--- src/rtl/shrg_defs.sv ---
// Shared definitions for the shrg_seq shift-register command sequencer:
// opcodes, FSM state encoding and the shift-count width helper.
package shrg_defs;

   localparam logic [1:0] OP_NOP   = 2'd0;
   localparam logic [1:0] OP_LOAD  = 2'd1;
   localparam logic [1:0] OP_SHIFT = 2'd2;
   localparam logic [1:0] OP_SET   = 2'd3;

   typedef enum logic [2:0] {
      IDLE,
      WR,
      ST,
      SH,
      DONE
   } shrg_state_e;

   function automatic int cw_of(input int n);
      return $clog2(n + 1);
   endfunction

endpackage

--- src/rtl/shrg_seq_cnt.sv ---
// Loadable down-counter for shift bursts; last_o flags a value of one.
// Load has priority over decrement.
module shrg_seq_cnt #(
   parameter int CW = 4
) (
   input  logic          clk,
   input  logic          reset,
   input  logic          load_i,
   input  logic [CW-1:0] val_i,
   input  logic          dec_i,
   output logic          last_o
);

   logic [CW-1:0] cnt_q, cnt_d;

   always_comb begin
      cnt_d = cnt_q;
      if (load_i) begin
         cnt_d = val_i;
      end else if (dec_i) begin
         cnt_d = cnt_q - CW'(1);
      end
   end

   always_ff @(posedge clk or negedge reset) begin
      if (!reset) begin
         cnt_q <= '0;
      end else begin
         cnt_q <= cnt_d;
      end
   end

   assign last_o = (cnt_q == CW'(1));

endmodule

--- src/rtl/shrg_seq.sv ---
// Command sequencer driving an N-bit shift register's control pulses.
// Define SHRG_SEQ_SERIAL_SRC_EN to shift cmd_word out LSB first instead of fill.
module shrg_seq
   import shrg_defs::*;
#(
   parameter int N  = 10,
   parameter int CW = cw_of(N)
) (
   input  logic          clk,
   input  logic          reset,
   input  logic          cmd_valid,
   output logic          cmd_ready,
   input  logic [1:0]    cmd_op,
   input  logic [N-1:0]  cmd_word,
   input  logic [CW-1:0] cmd_cnt,
   input  logic          fill,
   output logic [N-1:0]  sr_i,
   output logic          sr_wri,
   output logic          sr_shift,
   output logic          sr_set,
   output logic          sr_data,
   output logic          busy,
   output logic          done
);

   shrg_state_e   state_q, state_d;
   logic          ready_q;
   logic [N-1:0]  sr_i_q;
   logic          wri_q, shift_q, set_q, data_q;
   logic          busy_q, done_q;
   logic          accept;
   logic          cnt_ld, cnt_dec, cnt_last;
   logic [CW-1:0] k;
   logic          src_bit;

   assign k = (cmd_cnt > CW'(N)) ? CW'(N) : cmd_cnt;

   shrg_seq_cnt #(.CW(CW)) u_cnt (
      .clk    (clk),
      .reset  (reset),
      .load_i (cnt_ld),
      .val_i  (k),
      .dec_i  (cnt_dec),
      .last_o (cnt_last)
   );

   always_comb begin
      state_d = state_q;
      accept  = 1'b0;
      cnt_ld  = 1'b0;
      cnt_dec = 1'b0;
      unique case (state_q)
         IDLE: begin
            if (cmd_valid && ready_q) begin
               accept = 1'b1;
               unique case (cmd_op)
                  OP_NOP:  state_d = DONE;
                  OP_LOAD: state_d = WR;
                  OP_SET:  state_d = ST;
                  OP_SHIFT: begin
                     cnt_ld  = 1'b1;
                     state_d = (k == '0) ? DONE : SH;
                  end
               endcase
            end
         end
         WR:   state_d = DONE;
         ST:   state_d = DONE;
         SH: begin
            cnt_dec = 1'b1;
            if (cnt_last) begin
               state_d = DONE;
            end
         end
         DONE: state_d = IDLE;
         default: state_d = IDLE;
      endcase
   end

`ifdef SHRG_SEQ_SERIAL_SRC_EN
   logic [N-1:0] shd_q;

   // First bit comes straight from the word; the shadow holds the rest.
   assign src_bit = (state_q == IDLE) ? cmd_word[0] : shd_q[0];

   always_ff @(posedge clk or negedge reset) begin
      if (!reset) begin
         shd_q <= '0;
      end else if (accept && cmd_op == OP_SHIFT) begin
         shd_q <= cmd_word >> 1;
      end else if (state_q == SH) begin
         shd_q <= shd_q >> 1;
      end
   end
`else
   assign src_bit = fill;
`endif

   always_ff @(posedge clk or negedge reset) begin
      if (!reset) begin
         state_q <= IDLE;
         ready_q <= 1'b0;
         sr_i_q  <= '0;
         wri_q   <= 1'b0;
         shift_q <= 1'b0;
         set_q   <= 1'b0;
         data_q  <= 1'b0;
         busy_q  <= 1'b0;
         done_q  <= 1'b0;
      end else begin
         state_q <= state_d;
         ready_q <= (state_d == IDLE);
         wri_q   <= (state_d == WR);
         shift_q <= (state_d == SH);
         set_q   <= (state_d == ST);
         data_q  <= (state_d == SH) ? src_bit : 1'b0;
         busy_q  <= (state_d != IDLE);
         done_q  <= (state_d == DONE);
         if (accept && cmd_op == OP_LOAD) begin
            sr_i_q <= cmd_word;
         end
      end
   end

   assign cmd_ready = ready_q;
   assign sr_i      = sr_i_q;
   assign sr_wri    = wri_q;
   assign sr_shift  = shift_q;
   assign sr_set    = set_q;
   assign sr_data   = data_q;
   assign busy      = busy_q;
   assign done      = done_q;

endmodule

--- config.mk ---
export PLATFORM = sky130hd
export DESIGN_NAME = shrg_seq
export DESIGN_NICKNAME = d
export VERILOG_FILES = /design/src/rtl/shrg_defs.sv /design/src/rtl/shrg_seq_cnt.sv /design/src/rtl/shrg_seq.sv
export SDC_FILE = /design/constraint.sdc
export NUM_CORES = 1
export LEC_CHECK = 0
export CORE_MARGIN = 1.5
export CORE_UTILIZATION = 49
export CTS_BUF_LIST = sky130_fd_sc_hd__clkbuf_4
export DETAILED_ROUTE_END_ITERATION = 8
export HOLD_SLACK_MARGIN = 0.05
export PLACE_DENSITY_LB_ADDON = 0.3
export SKIP_CTS_REPAIR_TIMING = 1
export SLEW_MARGIN = 20
export SYNTH_ARGS = -nofsm -noshare
export SYNTH_HDL_FRONTEND = slang
export SYNTH_HIERARCHICAL = 1
export SYNTH_SLANG_ARGS = --single-unit
--- constraint.sdc ---
create_clock -name clk -period 4.7 [get_ports clk]
set_input_delay 0.47 -clock clk [delete_from_list [all_inputs] [get_ports clk]]
set_output_delay 0.47 -clock clk [all_outputs]
set_load 0.02 [all_outputs]
# Word level (Yosys, flattened, before mapping)
# Index checks and enable logic that the tools add are counted.
totals:
  reg_bits: 24
  word_cells: 47
  input_bits: 20
  out_inout_bits: 17
classes:
  reduce_logical: 9
  n_lt_le_gt_ge: 1
  eq_ne: 11
  muxes: 15
  addsub: 1
op_table:
  columns: ["cell", "count"]
  rows:
  - ["$eq A3 B2 Y1 const B", 4]
  - ["$mux W4", 3]
  - ["$pmux W3 S4", 1]
  - ["$mux W3", 3]
  - ["$pmux W3 S3", 1]
  - ["$mux W1", 7]
  - ["$eq A3 B1 Y1 const B", 2]
  - ["$logic_not A3 Y1", 2]
  - ["$eq A2 B2 Y1 const B", 2]
  - ["$eq A4 B1 Y1 const B", 1]
  - ["$gt A4 B4 Y1 const B", 1]
  - ["$logic_not A4 Y1", 1]
  - ["$sub A4 B1 Y4 const B", 1]
  - ["$eq A3 B3 Y1 const B", 1]
  - ["$reduce_bool A3 Y1", 1]
  - ["$eq A2 B1 Y1 const B", 1]
  - ["$logic_and A1 B1 Y1", 2]
  - ["$logic_not A2 Y1", 1]
  - ["$reduce_bool A2 Y1", 1]
  - ["$reduce_or A2 Y1", 1]

# Logic depth before layout (Yosys ltp)
# Gate-level depths: netlist of the first run.
logic_depth:
  word_depth: 9
  depth_mapped: 5
  mapped_depth_nobuf: 5

# Modules after synthesis
# The synthesis of the first run kept the hierarchy.
modules_own_cells:
  columns: ["mod", "area_per_inst_um2", "n_inst", "seq_area_each_um2", "cells_per_inst"]
  rows:
  - ["shrg_seq", 830.8, 1, 500.5, 66]
  - ["shrg_seq_cnt", 242.7, 1, 100.1, 22]

# Least setup slack after synthesis of the first run
# Ideal clock, no wire load.
synth_path:
  path_type: "reg-to-reg"
  start: "register state_q[0]"
  end: "register u_cnt.cnt_q[3]"
  setup_slack_ns: 3.107
  required_time_ns: 4.575
  arrival_time_ns: 1.468
  stages_incl_launch_ff: 5
  setup_ns: 0.125
  synth_period_minus_slack_ns: 1.593
  n_path_buf: 0
  cell_sequence: "dfrtp_1 nor2_1 nand4_1 nor2_1 mux2_2"
synth_via:
  elab_chain_cells: 3
  elab_cells_between_ends: 6
  classes_between: "eq/ne (1); mux (3); reduce/logical (2)"
synth_lines:
  columns: ["element", "line", "source"]
  rows:
  - ["start, declared", "shrg_seq.sv:26", "shrg_state_e state_q, state_d;"]
  - ["start signal, assigned", "shrg_seq.sv:111", "state_q <= state_d;"]
  - ["$logic_not A3 Y1 *", "shrg_seq.sv:52", "unique case (state_q)"]
  - ["$mux W1 *", "shrg_seq.sv:52", null]
  - ["net cnt_ld", "shrg_seq.sv:32", "logic cnt_ld, cnt_dec, cnt_last;"]
  - ["$mux W4 or $reduce_bool A2 Y1 (tied branches)", null, null]
  - ["end signal, assigned", "shrg_seq_cnt.sv:29", "cnt_q <= cnt_d;"]
  - ["end, declared", "shrg_seq_cnt.sv:14", "logic [CW-1:0] cnt_q, cnt_d;"]
# The timed path passes the listed nets; every way through them passes the cells marked *.
# A chain may end at the register's enable or synchronous reset.

# Worst setup path in the final report of the first run
layout_path:
  start: "input cmd_op[0]"
  end: "register sr_i_q[9], in the netlist sr_i[9]"
layout_via:
  elab_chain_cells: 2
layout_lines:
  columns: ["element", "line", "source"]
  rows:
  - ["start, declared", "shrg_seq.sv:13", "input logic [1:0] cmd_op,"]
  - ["$eq A2 B1 Y1", "shrg_seq.sv:119", "if (accept && cmd_op == OP_LOAD) begin"]
  - ["$logic_and A1 B1 Y1", "shrg_seq.sv:119", null]
  - ["end signal, assigned", "shrg_seq.sv:120", "sr_i_q <= cmd_word;"]
  - ["end, declared", "shrg_seq.sv:28", "logic [N-1:0] sr_i_q;"]
# Every way passes these cells.

==> metrics.csv, run 1 <==
metric,value,unit
sequentialPowerShare,43.8,%
setup-tns-final,0,ps
synth_ff_type,sky130_fd_sc_hd__dfrtp_1,
tritoncts_clock_tree,yes,
report.final.setup_viol,0,
grt_max_degree,25,
global_route.overflow_total,0,
cts_buffer_depth,2,
reg2reg_setup_slack,2880,ps
regToRegStartpoint,state_q[0],
post-route-period-util,40.7,%
worstPathRequired,4890,ps
worst_pin_slew,529,ps
drtPass1Iterations,4,
worst-path-max-fanout,10,
timing.critical_path.to,sr_i[9],
synthesis.nets,110,
power.internal,0.000511,W
final_layout_size_suffix_gt1_share,16.0,%
ys_seq_elements,24,
routedWlPerCell,12.6,µm
max_cap_violations,0,
pwr-share-clk,10.7,%
detailedRoute.firstIterationViolations,7,
cp.arrival,2110,ps
core,2020,µm²
numPlacedInstances,149,
yosys_warnings,6,
layout.area.seq,601,µm²
clock_skew,7.35,ps
floorplan.initialDensity,53.1,%
cts_sinks,24,
area_delta_synth_final,36.4,%
final_core_utilization,72.4,%
worstReg2RegEnd,u_cnt/cnt_q[3],
io-pin-count,37,
gp_congestion,0.854,
grtUsageMet2,28.4,%
grt_setup_unrepaired,false,
async_flop_share,100,%
drv_slew,0,
path_clk_slew,120,ps
layout.nets,149,
global_route.usage.met1,23.3,%
library_cell_used_as_clock_root_buffer,sky130_fd_sc_hd__clkbuf_4,
area_of_the_die,2480,µm²
route.vias.total,786,
dp_hpwl,1470,µm
htree_num_levels,1,
grt_pass1_vias,762,
area_of_combinational_cells_with_multiple_inputs,437,µm²
die_h,49.8,µm
drt_drc_violations_left,0,
synth.cell_area,1070,µm²
synth_edf_count,0,
grt_util_all_layers,18.0,%
p_sw_share,35.1,%
hold_violations,0,
syn_inst,88,
cts_inserted_buffers,3,
power.density_cell_area,538,nW/µm²
gr-max-usage-layer,met2,
n_antenna_cell,0,
clk_latency,300,ps
routed_via_density,5.17,
total_wirelength_of_the_detailed_routed_design,1920,µm
dieWidth,49.8,µm
placement_rows,16,
final_cell_count_no_fill,152,
startpoint,cmd_op[0],
number_of_antenna_violations_at_the_first_check_in_global_routing,0,
maxClockFrequency,522,MHz
hold_path_class,in2async,
synth_seq_area_share,55.9,%
worst_r2r_path_depth,4,
fin_crit,1910,ps
kind_of_launch_point_of_the_worst_setup_path,input pin,
setup.worst_path.end_class,flip-flop,
net-switching-power,0.000277,W
synth_cell_type_count,28,
static-leakage-power,0.625,nW
run_status,completed,
antenna_left,0,
final.fill_count,154,
groute.layer.met3.usage,4.24,%
synth.avg_cell_area,12.2,µm²
io_buffer_count,36,
vdd_drop_max,0.000407,V
grt_pass1_wl,3370,µm
critPathKind,in2reg,
hold_slack_final,126,ps
slew_headroom,64.7,%
power.share.combinational,45.6,%
==> critical path, cell delays in order <==
cell and delay (ps):
sky130_fd_sc_hd__clkdlybuf4s50_1 560, sky130_fd_sc_hd__nor2b_1 180, sky130_fd_sc_hd__and4_1 500, sky130_fd_sc_hd__mux2_2 390
==> stage by stage <==
step,power (W),setup slack [ps],instance area (µm²)
5_1_grt,0.000846,2690,1460
4_1_cts,0.000797,2790,1470
3_5_place_dp,0.000712,2450,1450
6_report,0.000788,2790,1460
2_1_floorplan,0.000545,3110,1070
3_3_place_gp,0.000698,2510,1450
==> kinds of logic after synthesis <==
family                     Yosys count  share of synthesized area, %
adders and majority gates            2                          2.33
and+or+nand+nor                     26                          14.7
AOI/OAI and AO/OA                   15                          8.63
xor gates and xnor gates             3                          2.45
muxes                               12                          12.6
buffers and inverters                6                          3.38
DFF                                 24                          55.9
==> power by group through the flow <==
stage                     clock [W]  sequential, W  combinational (W)
after floorplan                   0       0.000420           0.000125
after global placement            0       0.000347           0.000351
after detailed placement          0       0.000349           0.000363
after CTS                 0.0000892       0.000344           0.000364
after global routing      0.0000992       0.000357           0.000389
final                     0.0000840       0.000345           0.000359
==> layer usage <==
layer,vias to the layer above,wire length (µm)
met2,37,838
met4,0,38
met3,5,146
met1,362,897
li1,382,-
met5,-,0
==> worst min path at each step <==
stage,from,to,depth (start not counted)
2_1_floorplan,reset,busy,0
3_3_place_gp,sr_i[9],sr_i[9],1
3_5_place_dp,sr_i[0],sr_i[0],1
4_1_cts,sr_i[0],sr_i[0],1
5_1_grt,reset,sr_i[4],1
6_report,reset,sr_i[4],1
==> synth_stat cells (2+ instances only) <==
cell	number	area [µm²]
sky130_fd_sc_hd__o21ai_0	8	40.0
sky130_fd_sc_hd__o32ai_1	2	17.5
sky130_fd_sc_hd__ha_1	2	25.0
sky130_fd_sc_hd__nand2_1	6	22.5
sky130_fd_sc_hd__mux2_2	12	135
sky130_fd_sc_hd__xor2_1	2	17.5
sky130_fd_sc_hd__nand3_1	2	10.0
sky130_fd_sc_hd__dfrtp_1	24	601
sky130_fd_sc_hd__nor2_1	6	22.5
sky130_fd_sc_hd__nor2b_1	3	18.8
sky130_fd_sc_hd__inv_1	4	15.0
==> cells in the final DEF (no fill, tap or decap), types with 2 or more instances in the layout <==
cell type,n
sky130_fd_sc_hd__o32ai_1,2
sky130_fd_sc_hd__nor2_1,6
sky130_fd_sc_hd__nand3_1,2
sky130_fd_sc_hd__nor2b_1,3
sky130_fd_sc_hd__clkdlybuf4s50_1,35
sky130_fd_sc_hd__inv_1,4
sky130_fd_sc_hd__mux2_2,12
sky130_fd_sc_hd__o21ai_0,8
sky130_fd_sc_hd__xor2_1,2
sky130_fd_sc_hd__ha_1,2
sky130_fd_sc_hd__dfrtp_1,24
sky130_fd_sc_hd__nand2_1,6
sky130_fd_sc_hd__clkbuf_4,3
==> sequential cells by signal, summed over array words and instances (netlist names) <==
| name | cells |
|---|---|
| sr_set | 1 |
| u_cnt/cnt_q | 4 |
| state_q | 3 |
| sr_i | 10 |
| sr_data | 1 |
| done | 1 |
| sr_shift | 1 |
| cmd_ready | 1 |
| busy | 1 |
| sr_wri | 1 |
==> layout make-up <==
cell class | instances | area share, %
clock buffers | 3 | 1.54
multi-input cells | 58 | 29.8
flip-flops and latches | 24 | 41.0
inverters | 4 | 1.03
well taps | 27 | 2.31
repair buffers | 36 | 24.3
Power figures use the tool's default switching activity.
==> run 2, diff against run 1 <==
Settings changed: CORE_UTILIZATION 49 to 46.
Clock period 4.7 ns to 1.8 ns, I/O delays scaled along.
==> run 2 against run 1 <==
Non-clock buffer count grew 7. Core utilization is 2.8 points lower. Total power grew to 2.7 times the previous value. Routed wire length rose by 11%. Die area increased by 6.1%. Sequential share of layout area down 2.0 points. Register-to-register slack got worse by 2600 ps.
==> metrics.csv, run 2 (synthesis results as in run 1) <==
metric,value,unit
reg2reg_setup_slack,250,ps
hold_slack_final,213,ps
global_route.overflow_total,0,
critPathKind,reg2reg,
maxClockFrequency,646,MHz
cpPeakStageDelay,460,ps
layout.area.seq,601,µm²
pwr-share-clk,10.7,%
htree_num_levels,1,
worstReg2RegEnd,sr_i[5],
drtPass1Iterations,3,
area_after_dpl,1510,µm²
hold_violations,0,
met3RoutedLength,135,µm
n_antenna_cell,0,
vdd_drop_max,0.000821,V
grt_pass1_wl,3620,µm
grt_util_all_layers,18.4,%
path_clk_slew,130,ps
hold_path_class,in2async,
cp.arrival,1740,ps
layout.nets,156,
area_of_combinational_cells_with_multiple_inputs,437,µm²
p_sw_share,35.4,%
final_layout_size_suffix_gt1_share,19.5,%
route.vias.total,828,
io-pin-count,37,
wl_met2,1060,µm
worst-path-stages,4,
placement_rows,17,
power.density_cell_area,1380,nW/µm²
cts_sinks,24,
wirelength_met1,919,µm
grt_max_degree,25,
gp_congestion,0.840,
worst_r2r_path_depth,4,
net-switching-power,0.000752,W
drv_slew,0,
worst-path-max-fanout,10,
timing.critical_path.slowest_stage_cell,sky130_fd_sc_hd__dfrtp_1,
run_status,completed,
detailedRoute.firstIterationViolations,2,
routedWlPerCell,13.2,µm
setup.worst_path.end_class,flip-flop,
die_h,51.3,µm
dp_hpwl,1690,µm
critical_path_buf_inv_count,1,
library_cell_used_as_clock_root_buffer,sky130_fd_sc_hd__clkbuf_4,
power.internal,0.00137,W
floorplan.initialDensity,48.5,%
routed_via_density,5.14,
final_cell_count_no_fill,161,
final_area,1540,µm²
tritoncts_clock_tree,yes,
final_core_utilization,69.6,%
fin_crit,1550,ps
report.final.setup_viol,0,
clock_skew,9.73,ps
max_cap_violations,0,
antenna_left,0,
startpoint,state_q[2],
slew_headroom,78.0,%
io_buffer_count,36,
cts_inserted_buffers,3,
setup-tns-final,0,ps
total_wirelength_of_the_detailed_routed_design,2130,µm
grt_pass1_vias,833,
static-leakage-power,0.663,nW
core,2210,µm²
timing.critical_path.to,sr_i[5],
layout.cells.most_common,sky130_fd_sc_hd__clkdlybuf4s50_1,
regToRegStartpoint,state_q[2],
cts_buffer_depth,2,
largest_register_ff_count,10,
numPlacedInstances,157,
area_delta_synth_final,43.4,%
area_of_the_die,2630,µm²
timing.critical_path.max_delay_family,simple AND/OR/NAND/NOR gates,
worst_pin_slew,329,ps
grt_setup_unrepaired,false,
drt_drc_violations_left,0,
clk_latency,310,ps
worstPathRequired,1990,ps
power.share.combinational,46.6,%
kind_of_launch_point_of_the_worst_setup_path,flip-flop,
topRoutingLayerUsed,met4,
number_of_antenna_violations_at_the_first_check_in_global_routing,0,
sequentialPowerShare,42.7,%
most-common-layout-cells,"sky130_fd_sc_hd__clkdlybuf4s50_1 (36), sky130_fd_sc_hd__dfrtp_1 (24), sky130_fd_sc_hd__mux2_2 (12), sky130_fd_sc_hd__o21ai_0 (8)",
post-route-period-util,86.0,%
final.fill_count,159,
crit_chain,"nor2b_1, and4_1, buf_12, mux2_2",
dieWidth,51.3,µm
[run 2: worst register-to-register path, cell delays in order (launching register included)]
cell,delay (ps)
sky130_fd_sc_hd__dfrtp_1,460
sky130_fd_sc_hd__nor2b_1,220
sky130_fd_sc_hd__and4_1,280
sky130_fd_sc_hd__buf_12,150
sky130_fd_sc_hd__mux2_2,340
[run 2: how the worst min path moves through the flow]
stage | to | slack [ps]
CTS | sr_i[3] | 210
detailed placement | sr_i[7] | 500
global route | sr_i[3] | 230
finish | sr_i[3] | 210
global placement | sr_i[0] | 490
floorplan | busy | -120
[run 2: layout make-up]
cell class                 instances  share of cell area (%)
clock buffer                       3                    1.46
clock inverter                     1                   0.244
inverter                           4                   0.976
multi-input combinational         58                    28.4
sequential                        24                    39.0
tap                               28                    2.28
timing repair buffer              43                    27.6
[run 2: stage by stage]
stage	setup WS (ps)	total power, W
2_1_floorplan	207	0.00142
3_3_place_gp	133	0.00187
3_5_place_dp	73.4	0.00192
4_1_cts	259	0.00214
5_1_grt	182	0.00227
6_report	253	0.00212
[run 2: power groups by stage]
| stage | combinational, W | sequential, W | clock (W) |
|---|---|---|---|
| after floorplan | 0.000326 | 0.00110 | 0 |
| after global placement | 0.000966 | 0.000902 | 0 |
| after detailed placement | 0.000997 | 0.000921 | 0 |
| after CTS | 0.000998 | 0.000908 | 0.000237 |
| after global routing | 0.00106 | 0.000940 | 0.000268 |
| final | 0.000990 | 0.000907 | 0.000227 |
[run 2: routing by layer]
layer / track usage [%] / vias to the layer above
met1: 23.4 / 394
li1: - / 400
met4: 3.95 / 0
met3: 3.22 / 2
met2: 32.7 / 32
met5: 0 / -
==> run 3, diff against run 2 <==
Settings changed: CTS_BUF_LIST sky130_fd_sc_hd__clkbuf_4 to sky130_fd_sc_hd__clkbuf_8, GPL_TIMING_DRIVEN from default to 0, PLACE_DENSITY from default to 0.77, PLACE_DENSITY_LB_ADDON 0.3 to default.
==> run 3 against run 2 <==
Register-to-register slack worse by 99 ps. Combinational power is 3.9% lower. Clock skew is 8.6 ps lower.
==> metrics.csv, run 3 (synthesis results as in run 1) <==
metric,value,unit
cts_sinks,24,
grt_pass1_wl,3480,µm
power.density_cell_area,1410,nW/µm²
setup.worst_path.end_class,flip-flop,
number_of_antenna_violations_at_the_first_check_in_global_routing,0,
area_of_the_die,2630,µm²
maxClockFrequency,607,MHz
grt_max_degree,25,
antenna_left,0,
hold_path_class,in2async,
global_route.overflow_total,0,
htree_num_levels,1,
layout.cells.most_common,sky130_fd_sc_hd__clkdlybuf4s50_1,
critPathKind,reg2reg,
post-route-period-util,91.5,%
kind_of_launch_point_of_the_worst_setup_path,flip-flop,
grt_util_all_layers,17.8,%
library_cell_used_as_clock_root_buffer,sky130_fd_sc_hd__clkbuf_8,
core,2210,µm²
worst-path-max-fanout,7,
run_status,completed,
area_delta_synth_final,41.6,%
drtPass1Iterations,4,
report.final.setup_viol,0,
fin_crit,1650,ps
fin_ws,154,ps
dieWidth,51.3,µm
cp.arrival,1790,ps
routedWlPerCell,13.1,µm
drt_drc_violations_left,0,
routed_via_density,5.20,
cts_inserted_buffers,3,
max_cap_violations,0,
total_wirelength_of_the_detailed_routed_design,2050,µm
largest_register_ff_count,10,
pre_cts_slack,-37.6,ps
route.vias.total,811,
dp_hpwl,1540,µm
worst_r2r_path_depth,4,
floorplan.initialDensity,48.5,%
grt_pass1_vias,825,
hold_violations,0,
tritoncts_clock_tree,yes,
grt_setup_unrepaired,false,
detailedRoute.firstIterationViolations,16,
static-leakage-power,0.647,nW
n_antenna_cell,0,
worstPathRequired,1940,ps
clk_latency,250,ps
worst_pin_slew,523,ps
drv_slew,0,
layout.nets,152,
slew_headroom,65.2,%
die_h,51.3,µm
io-pin-count,37,
numPlacedInstances,152,
vdd_drop_max,0.000898,V
final_layout_size_suffix_gt1_share,18.0,%
io_buffer_count,36,
clock_skew,1.17,ps
most-common-layout-cells,"sky130_fd_sc_hd__clkdlybuf4s50_1 (35), sky130_fd_sc_hd__dfrtp_1 (24), sky130_fd_sc_hd__mux2_2 (12), sky130_fd_sc_hd__o21ai_0 (8), sky130_fd_sc_hd__nand2_1 (6)",
cts_buffer_depth,2,
path_clk_slew,70,ps
gp_congestion,0.834,
placement_rows,17,
final_cell_count_no_fill,156,
==> run 3: changes by cell type in the layout (fill, tap and decap cells not counted) <==
cell                              delta
sky130_fd_sc_hd__buf_4               -6
sky130_fd_sc_hd__clkbuf_4            -3
sky130_fd_sc_hd__clkbuf_8            +3
sky130_fd_sc_hd__dlygate4sd3_1       +2
sky130_fd_sc_hd__nor2_1              -2
sky130_fd_sc_hd__nor2_2              +2
sky130_fd_sc_hd__buf_12              -1
sky130_fd_sc_hd__buf_2               +1
sky130_fd_sc_hd__buf_6               +1
sky130_fd_sc_hd__clkdlybuf4s50_1     -1
sky130_fd_sc_hd__clkinv_1            -1
==> run 3: final timing paths <==
| path | start | to | slack [ps] |
|---|---|---|---|
| worst max-delay path | state_q[2] | u_cnt/cnt_q[3] | 150 |
| worst min-delay path | reset | sr_i[4] | 430 |
| worst max register to register | state_q[2] | u_cnt/cnt_q[3] | 150 |
| worst min register to register | sr_i[3] | sr_i[3] | 510 |
| max in group asynchronous | reset | state_q[0] | 1020 |
| min in group clk | sr_i[3] | sr_i[3] | 510 |
==> run 3: worst max-delay path, stage by stage, from the launching register on <==
cell and delay, ps:
sky130_fd_sc_hd__dfrtp_1 450, sky130_fd_sc_hd__nor2b_1 200, sky130_fd_sc_hd__nand4_1 240, sky130_fd_sc_hd__nor2_2 290
sky130_fd_sc_hd__mux2_2 360
==> run 3: routing by layer <==
layer / up-vias / part of all wire (%) / global-route usage (%)
met5: - / 0 / 0
met4: 0 / 0.44 / 6.58
met3: 2 / 6.9 / 2.34
met2: 31 / 52 / 32.7
met1: 388 / 41 / 21.0
li1: 390 / - / -
==> run 3: per-stage QoR <==
step	total power, W	TNS (ps)	util [%]	instance area, µm²	hold slack [ps]
after global routing	0.00231	0	68.7	1520	468
after CTS	0.00217	-70.1	68.3	1510	512
after global placement	0.00184	-19.2	66.4	1470	488
after detailed placement	0.00187	-243	66.4	1470	494
after floorplan	0.00142	0	-	1070	-116
final	0.00215	0	68.7	1520	434
==> run 3: cell type report <==
| class | count | area [µm²] |
|---|---|---|
| Fill cell | 183 | 692 |
| Sequential cell | 24 | 601 |
| Multi-Input combinational cell | 58 | 442 |
| Timing Repair Buffer | 37 | 365 |
| Clock buffer | 3 | 41.3 |
| Tap cell | 28 | 35.0 |
| Buffer | 2 | 21.3 |
| Inverter | 4 | 15.0 |
==> run 3: power by group <==
group,total [W],switching [W],internal (W)
clock,0.000292,0.000143,0.000149
combinational,0.000951,0.000444,0.000507
sequential,0.000904,0.000144,0.000760
